## config.mk

```make
export PLATFORM = sky130hd
export DESIGN_NAME = seq_div
export DESIGN_NICKNAME = d
export VERILOG_FILES = /design/src/rtl/div_pkg.sv /design/src/rtl/div_step.sv /design/src/rtl/seq_div.sv
export SDC_FILE = /design/constraint.sdc
export NUM_CORES = 1
export LEC_CHECK = 0
export CORE_UTILIZATION = 50
export CTS_BUF_LIST = sky130_fd_sc_hd__clkbuf_4
export DETAILED_ROUTE_END_ITERATION = 8
export PLACE_DENSITY = 0.77
export SYNTH_ARGS = -nofsm -noshare
export SYNTH_HDL_FRONTEND = slang
export SYNTH_HIERARCHICAL = 1
export SYNTH_SLANG_ARGS = --single-unit
```

## constraint.sdc

```tcl
create_clock -name clk -period 3.8 [get_ports clk]
set_input_delay 0.57 -clock clk [delete_from_list [all_inputs] [get_ports clk]]
set_output_delay 0.57 -clock clk [all_outputs]
set_load 0.02 [all_outputs]
```

## src/rtl/div_pkg.sv

```systemverilog
// Shared definitions for the sequential divider: default width and FSM state encoding.
package div_pkg;

  localparam int DIV_WIDTH_DEFAULT = 32;

  typedef enum logic [1:0] {
    IDLE = 2'd0,
    CALC = 2'd1,
    FIX  = 2'd2,
    DONE = 2'd3
  } div_state_t;

endpackage

```

## src/rtl/div_step.sv

```systemverilog
// One restoring-division iteration: shift {rem, quo} left by one, trial subtract the divisor.
module div_step
  import div_pkg::*;
#(
  parameter int WIDTH = DIV_WIDTH_DEFAULT
) (
  input  logic [WIDTH-1:0] i_rem,
  input  logic [WIDTH-1:0] i_quo,
  input  logic [WIDTH-1:0] i_divisor,
  output logic [WIDTH-1:0] o_rem,
  output logic [WIDTH-1:0] o_quo
);

  logic [WIDTH:0] w_shift;
  logic [WIDTH:0] w_diff;
  logic           w_ge;

  // rem < divisor on entry, so bit WIDTH of the difference is a reliable sign
  assign w_shift = {i_rem, i_quo[WIDTH-1]};
  assign w_diff  = w_shift - {1'b0, i_divisor};
  assign w_ge    = ~w_diff[WIDTH];

  assign o_rem = w_ge ? w_diff[WIDTH-1:0] : w_shift[WIDTH-1:0];
  assign o_quo = {i_quo[WIDTH-2:0], w_ge};

endmodule

```

## src/rtl/seq_div.sv

```systemverilog
// Iterative restoring divider (quotient -> lo, remainder -> hi), MIPS DIV/DIVU semantics.
// Signed operation is built only when SEQ_DIV_SIGNED_EN is defined.
module seq_div
  import div_pkg::*;
#(
  parameter int WIDTH = DIV_WIDTH_DEFAULT
) (
  input  logic             clk,
  input  logic             reset,
  input  logic             start,
  input  logic             signed_op,
  input  logic [WIDTH-1:0] dividend,
  input  logic [WIDTH-1:0] divisor,
  output logic             busy,
  output logic             done,
  output logic [WIDTH-1:0] lo,
  output logic [WIDTH-1:0] hi,
  output logic             div_zero
);

  localparam int CNT_W = (WIDTH > 2) ? $clog2(WIDTH) : 1;
  localparam logic [CNT_W-1:0] CNT_LAST = CNT_W'(WIDTH - 1);

  div_state_t       r_state;
  div_state_t       w_state;
  logic [CNT_W-1:0] r_cnt;
  logic [CNT_W-1:0] w_cnt;
  logic [WIDTH-1:0] r_rem;
  logic [WIDTH-1:0] w_rem;
  logic [WIDTH-1:0] r_quo;
  logic [WIDTH-1:0] w_quo;
  logic [WIDTH-1:0] r_dsr;
  logic [WIDTH-1:0] w_dsr;
  logic             r_zero;
  logic             w_zero;
  logic [WIDTH-1:0] r_lo;
  logic [WIDTH-1:0] w_lo;
  logic [WIDTH-1:0] r_hi;
  logic [WIDTH-1:0] w_hi;
  logic             r_div_zero;
  logic             w_div_zero;
  logic             r_busy;
  logic             r_done;

  logic             w_accept;
  logic             w_b_zero;
  logic             w_a_neg;
  logic             w_b_neg;
  logic [WIDTH-1:0] w_a_mag;
  logic [WIDTH-1:0] w_b_mag;
  logic [WIDTH-1:0] w_fix_lo;
  logic [WIDTH-1:0] w_fix_hi;
  logic [WIDTH-1:0] w_step_rem;
  logic [WIDTH-1:0] w_step_quo;

  assign w_accept = (r_state == IDLE) && start;
  assign w_b_zero = (divisor == {WIDTH{1'b0}});

`ifdef SEQ_DIV_SIGNED_EN
  logic r_q_neg;
  logic r_r_neg;

  function automatic logic [WIDTH-1:0] neg2c(input logic [WIDTH-1:0] v);
    return ~v + WIDTH'(1);
  endfunction

  assign w_a_neg  = signed_op & dividend[WIDTH-1];
  assign w_b_neg  = signed_op & divisor[WIDTH-1];
  assign w_a_mag  = w_a_neg ? neg2c(dividend) : dividend;
  assign w_b_mag  = w_b_neg ? neg2c(divisor) : divisor;
  assign w_fix_lo = r_q_neg ? neg2c(r_quo) : r_quo;
  assign w_fix_hi = r_r_neg ? neg2c(r_rem) : r_rem;

  // Sign flags; the quotient keeps its all-ones pattern on divide-by-zero
  always_ff @(posedge clk) begin
    if (reset) begin
      r_q_neg <= 1'b0;
      r_r_neg <= 1'b0;
    end else if (w_accept) begin
      r_q_neg <= (w_a_neg ^ w_b_neg) & ~w_b_zero;
      r_r_neg <= w_a_neg;
    end
  end
`else
  logic w_unused_signed_op;

  assign w_unused_signed_op = signed_op;
  assign w_a_neg  = 1'b0;
  assign w_b_neg  = 1'b0;
  assign w_a_mag  = dividend;
  assign w_b_mag  = divisor;
  assign w_fix_lo = r_quo;
  assign w_fix_hi = r_rem;
`endif

  div_step #(
    .WIDTH(WIDTH)
  ) u_step (
    .i_rem    (r_rem),
    .i_quo    (r_quo),
    .i_divisor(r_dsr),
    .o_rem    (w_step_rem),
    .o_quo    (w_step_quo)
  );

  // Next-state and datapath update for every FSM state
  always_comb begin
    w_state    = r_state;
    w_cnt      = r_cnt;
    w_rem      = r_rem;
    w_quo      = r_quo;
    w_dsr      = r_dsr;
    w_zero     = r_zero;
    w_lo       = r_lo;
    w_hi       = r_hi;
    w_div_zero = r_div_zero;
    case (r_state)
      IDLE: begin
        if (start) begin
          w_dsr  = w_b_mag;
          w_zero = w_b_zero;
          if (w_b_zero) begin
            // dividend parks in rem so FIX returns it unchanged in hi
            w_rem   = w_a_mag;
            w_quo   = {WIDTH{1'b1}};
            w_cnt   = {CNT_W{1'b0}};
            w_state = FIX;
          end else begin
            w_rem   = {WIDTH{1'b0}};
            w_quo   = w_a_mag;
            w_cnt   = CNT_LAST;
            w_state = CALC;
          end
        end else begin
          w_state = IDLE;
        end
      end
      CALC: begin
        w_rem = w_step_rem;
        w_quo = w_step_quo;
        if (r_cnt == {CNT_W{1'b0}}) begin
          w_state = FIX;
        end else begin
          w_cnt   = r_cnt - CNT_W'(1);
          w_state = CALC;
        end
      end
      FIX: begin
        w_lo       = w_fix_lo;
        w_hi       = w_fix_hi;
        w_div_zero = r_zero;
        w_state    = DONE;
      end
      DONE: begin
        w_state = IDLE;
      end
      default: begin
        w_state = IDLE;
      end
    endcase
  end

  // State, datapath and output registers
  always_ff @(posedge clk) begin
    if (reset) begin
      r_state    <= IDLE;
      r_cnt      <= {CNT_W{1'b0}};
      r_rem      <= {WIDTH{1'b0}};
      r_quo      <= {WIDTH{1'b0}};
      r_dsr      <= {WIDTH{1'b0}};
      r_zero     <= 1'b0;
      r_lo       <= {WIDTH{1'b0}};
      r_hi       <= {WIDTH{1'b0}};
      r_div_zero <= 1'b0;
      r_busy     <= 1'b0;
      r_done     <= 1'b0;
    end else begin
      r_state    <= w_state;
      r_cnt      <= w_cnt;
      r_rem      <= w_rem;
      r_quo      <= w_quo;
      r_dsr      <= w_dsr;
      r_zero     <= w_zero;
      r_lo       <= w_lo;
      r_hi       <= w_hi;
      r_div_zero <= w_div_zero;
      r_busy     <= (w_state != IDLE);
      r_done     <= (r_state == DONE);
    end
  end

  assign busy     = r_busy;
  assign done     = r_done;
  assign lo       = r_lo;
  assign hi       = r_hi;
  assign div_zero = r_div_zero;

endmodule

```

---- Word-level counts from Yosys, hierarchy flattened ----
Index checks and enable logic that the tools add are counted.
cells by class
  add/sub/neg operators ................... 2
  eq/ne operators ......................... 5
  bitwise logic cells ..................... 1
  reductions and logical operators ........ 8
  multiplexer cells ....................... 15
operators with widths
  operator             number
  $mux 32              5
  $pmux 32 s2          2
  $sub 33x32->33       1
  $logic_not 32->1     1
  $mux 5               3
  $pmux 5 s2           1
  $pmux 2 s4           1
  $mux 2               3
  $logic_not 5->1      1
  $sub 5x1->5 const B  1
  $eq 2x2->1 const B   2
  $ne 2x2->1 const B   2
  $reduce_and 2->1     2
  $reduce_bool 2->1    2
  $reduce_and 3->1     1
  $eq 2x1->1 const B   1
  $logic_not 2->1      1
  $not 1->1            1
storage, ports and cells
  input bits .............................. 68
  register bits after elaboration ......... 171
  logic and storage cells ................. 42

---- Depth between registers and ports, before layout ----
  depth after elaboration ................. 5
  depth in mapped cells ................... 18
  gate-level depth less buffers ........... 15

---- Modules after synthesis ----
Netlist, hierarchy kept.
modules (own cells, without submodules)
  module    sequential area each (um^2)  area an instance (um^2)  cells an instance  times used
  seq_div   3,423.3                      6,775.2                  852                1
  div_step  0.0                          2,598.7                  337                1

---- Worst setup path after synthesis ----
No wires, ideal clock.
  path type ............................... flip-flop to flip-flop
  start ................................... register r_quo[31]
  end ..................................... register r_rem[8]
  data required time ...................... 3,666 ps
  setup time .............................. 134 ps
  setup slack ............................. 368 ps
  buffers on the path ..................... 2
  arrival ................................. 3,299 ps
  cell stages (with the launch flop) ...... 18
  period minus slack after synthesis ...... 3,432 ps
  cells stage by stage .................... dfxtp_1 inv_1 ha_1 fa_1 and2b_1 o2111ai_2 a21oi_2 o2111ai_1 a211oi_2 nor2_4 mux2i_4 and2_4 buf_12 inv_8 buf_12 mux2_4 a21oi_1 o22ai_1
on the way
  cells in the longest elaborated chain, start to end .. 3
ends and longest elaborated chain
  what                      line            text
  start: declaration        seq_div.sv:30   logic [WIDTH-1:0] r_quo;
  start signal: assignment  seq_div.sv:169  r_quo <= {WIDTH{1'b0}};
  start signal: assignment  seq_div.sv:181  r_quo <= w_quo;
  $sub 33x32->33            div_step.sv:20  assign w_diff = w_shift - {1'b0, i_divisor};
  $mux 32                   div_step.sv:23  assign o_rem = w_ge ? w_diff[WIDTH-1:0] : w_shift[WIDTH-1:0];
  via w_step_rem[8]         seq_div.sv:53   logic [WIDTH-1:0] w_step_rem;
  $pmux 32 s2               seq_div.sv:117  case (r_state)
  end signal: assignment    seq_div.sv:168  r_rem <= {WIDTH{1'b0}};
  end signal: assignment    seq_div.sv:180  r_rem <= w_rem;
  end: declaration          seq_div.sv:28   logic [WIDTH-1:0] r_rem;
The timed path passes the listed nets, and every way through them passes these cells.
A chain may end at the register's enable or synchronous reset.

---- Worst setup path after layout ----
  start ................................... register r_quo[31]
  end ..................................... register r_rem[7]
The elaborated chain is that of the path after synthesis.

==> run_results.csv <==
group,metric,value,unit
yosys,synth_area_leader_cell,"dfxtp_1",
setup_path,start_kind,"flop",
floorplan,initial_core_util,51.7,%
cells_and_area,area_growth,15.0,%
sta,finClkSkew,0.0231,ns
routing,via_per_inst,5.75,
placement,gp_congestion,0.896,
yosys,synth-async-reset-ratio,0,%
yosys,synth_top_area_share,36.5,%
routing,drt_iter0_drc,648,
clock_tree,cts_buffers,17,
grt,antenna_found_initial,1,
grt,grt_max_degree,104,
yosys,netlist_instances,1189,
setup_path,crit_required,4.24,ns
placement,placed_cell_area,0.0104,mm2
routing,drt-wirelength-per-cell,16.5,um
yosys,synth_edf_count,0,
outcome,violations,"DRC",
clock_tree,cts.sink_count,171,
setup_path,worstReg2RegStart,"r_quo[31]$_SDFFE_PP0P_",
cells_and_area,final_layout_size_suffix_gt1_share,8.03,%
cells_and_area,final_cell_mix,"nand2_1 (276), dfxtp_1 (170), a21oi_1 (154)",
clock_tree,clockBufferDepth,2,
clock_tree,clock_latency,0.59,ns
cells_and_area,nFillCells,1699,
pwr,leakage,4.17,nW
clock_tree,cts.clk_slew.worst_paths,0.15,ns
placement,port_buffers,133,
sta,post-route-min-period,3.54,ns
placement,place_inst,1443,
floorplan,ios,135,
yosys,ys_types,71,
floorplan,fp.dieH,139,um
sta,setup_viol,0,
sta,worst_slew_pin_slew,1.14,ns
floorplan,dieArea,0.0193,mm2
setup_path,crit_chain,"inv_1 > ha_1 > fa_1 > and2b_1 > o2111ai_2 > a21oi_2 > o2111ai_2 > a211oi_2 > nor2_4 > mux2i_4 > and2_4 > clkinv_8 > mux2_2 > a21oi_1 > o22ai_1",
cells_and_area,stdcell_count,1476,
sta,fin_crit_sh,93.2,%
grt,grt_usage,25.7,%
cells_and_area,nets,1335,
yosys,avgSynthCellArea,7.88,um2
sta,rsz0062_at_grt,"false",
clock_tree,cts_tree,"built",
grt,grt_pass1_wl,40100,um
yosys,ys_top_cells_by_area,"dfxtp_1 (37%), nand2_1 (11%), a21oi_1 (8.2%)",
min_path,min_path_type,"input port to flop",
routing,drc,11,
cells_and_area,stdcell_area,0.0108,mm2
pwr,ir_drop,0.547,mV
clock_tree,postCtsHoldBufs,0,
grt,grt_remaining_overflow,0,
clock_tree,post-cts-setup-buffers,0,
routing,route.vias.total,8488,
sta,hold_viol,0,
routing,drt-total-wl,24400,um
setup_path,cp_common_cell,"o2111ai_2",
clock_tree,cts_root_buf,"clkbuf_4",
yosys,synth.net_count,1291,
run,drv_cap,0,
yosys,synth_seq_cells,171,
placement,pre_cts_ws,0.106,ns
setup_path,worstSetupEndpointType,"flop",
floorplan,num_rows,49,
setup_path,cp_data_arrival_time,3.98,ns
routing,ant_nets,0,
setup_path,cp_max_fo,24,
setup_path,crit_path_max_incr_delay,0.39,ns
setup_path,crit_start,"r_quo[31]$_SDFFE_PP0P_",
cells_and_area,layout_commonest_cell,"nand2_1",
outcome,outcome,"finished with violations",
floorplan,core,0.0181,mm2
sta,drv_slew,0,
cells_and_area,post-route-util,59.4,%
yosys,ys.flop_type,"dfxtp_1",
clock_tree,ctsHtreeMaxLevel,4,
sta,timing.hold.ws,0.381,ns
floorplan,die_w,139,um
setup_path,cpMaxStageDelayCell,"dfxtp_2",
yosys,yosysSeqAreaShare,36.5,%
setup_path,ff2ff_setup_slack,0.26,ns
min_path,hold_start,"reset",
setup_path,critical_path_class,"flop to flop",
pwr,power,8.46,mW
sta,max_freq,282,MHz
sta,setup_slack,0.258,ns
grt,first_global_vias,7660,
routing,first_pass_iters,9,
sta,tns,0,ns
yosys,ys_warn_count,6,
yosys,syn_area,0.00937,mm2
pwr,power_density,785,mW/mm2
sta,relSlewSlack,23.8,%
placement,hpwl,17000,um
cell usage after synthesis (7+ instances only):
cell      count
nand4_1       7
o22ai_1      38
nor3_1        9
dfxtp_1     171
mux2_4       19
xor2_1       13
xnor2_1      13
a31oi_1       8
o21a_1        7
buf_4        35
o311a_1      33
nor4_1        9
a21o_1       17
and3_1       38
nand2_1     276
clkbuf_1     60
o21ai_0      18
ha_1         33
a21oi_1     154
inv_1        36
nor2_1       14
buf_2        15
nand3_1      81
routing by layer:
layer | routed length (um) | GRT usage [%]
met2 | 10600 | 38.6
met5 | 0 | 0
met1 | 11800 | 37.9
met4 | 347 | 6.26
met3 | 1650 | 4.77
worst paths after layout:
path,end,cells after the start
setup / recovery,r_rem[7]$_SDFFE_PP0P_,15
hold / removal,lo[27]$_SDFFE_PP0P_,2
hold reg to reg,lo[22]$_SDFFE_PP0P_,2
setup reg to reg,r_rem[7]$_SDFFE_PP0P_,15
flip-flops by register name, indices dropped and copies added (netlist names), 2 cells and up:
register,cells
hi,32
lo,32
r_dsr,32
r_quo,32
r_rem,32
r_cnt,5
r_state,2
cell type report:
class                   count  area [um2]  area share [%]
flip-flops and latches    171        3420            31.8
clock inverters            15         196            1.82
multi-input cells         856        5130            47.6
clock buffers              17         128            1.18
diodes                      1        2.50          0.0232
repair buffers            149        1460            13.6
well taps                 229         287            2.66
inverters                  38         155            1.44
logic make-up after synthesis:
group                      Yosys count  synth area share, %
buffers and inverters              162                 9.16
DFF                                171                 36.5
xor gates and xnor gates            26                 2.43
and+or+nand+nor                    464                 22.5
adders and majority gates           34                 4.62
AOI/OAI and AO/OA                  306                 20.8
muxes                               26                 3.98
what timing repair did:
item / CTS / global route
setup endpoints to repair: 0 / 23
endpoints found under the hold margin: 0 / 0
resized for setup: 0 / 3
worst max-delay path, delay by kind of cell (launching register included):
kind,cells,cell delay [ns]
and+or+nand+nor,3,0.53
buffers and inverters,2,0.21
muxes,2,0.55
DFF,1,0.39
adders and majority gates,2,0.60
AOI/OAI and AO/OA,6,1.09
report_power, final:
part	internal (mW)	switching (mW)	leakage (nW)	total, mW
Clock	0.525	0.671	0.177	1.20
Sequential	2.06	0.256	1.39	2.32
Combinational	2.32	2.62	2.60	4.95
Total	4.91	3.55	4.17	8.46
No activity file was read; power rests on OpenSTA's default activity.
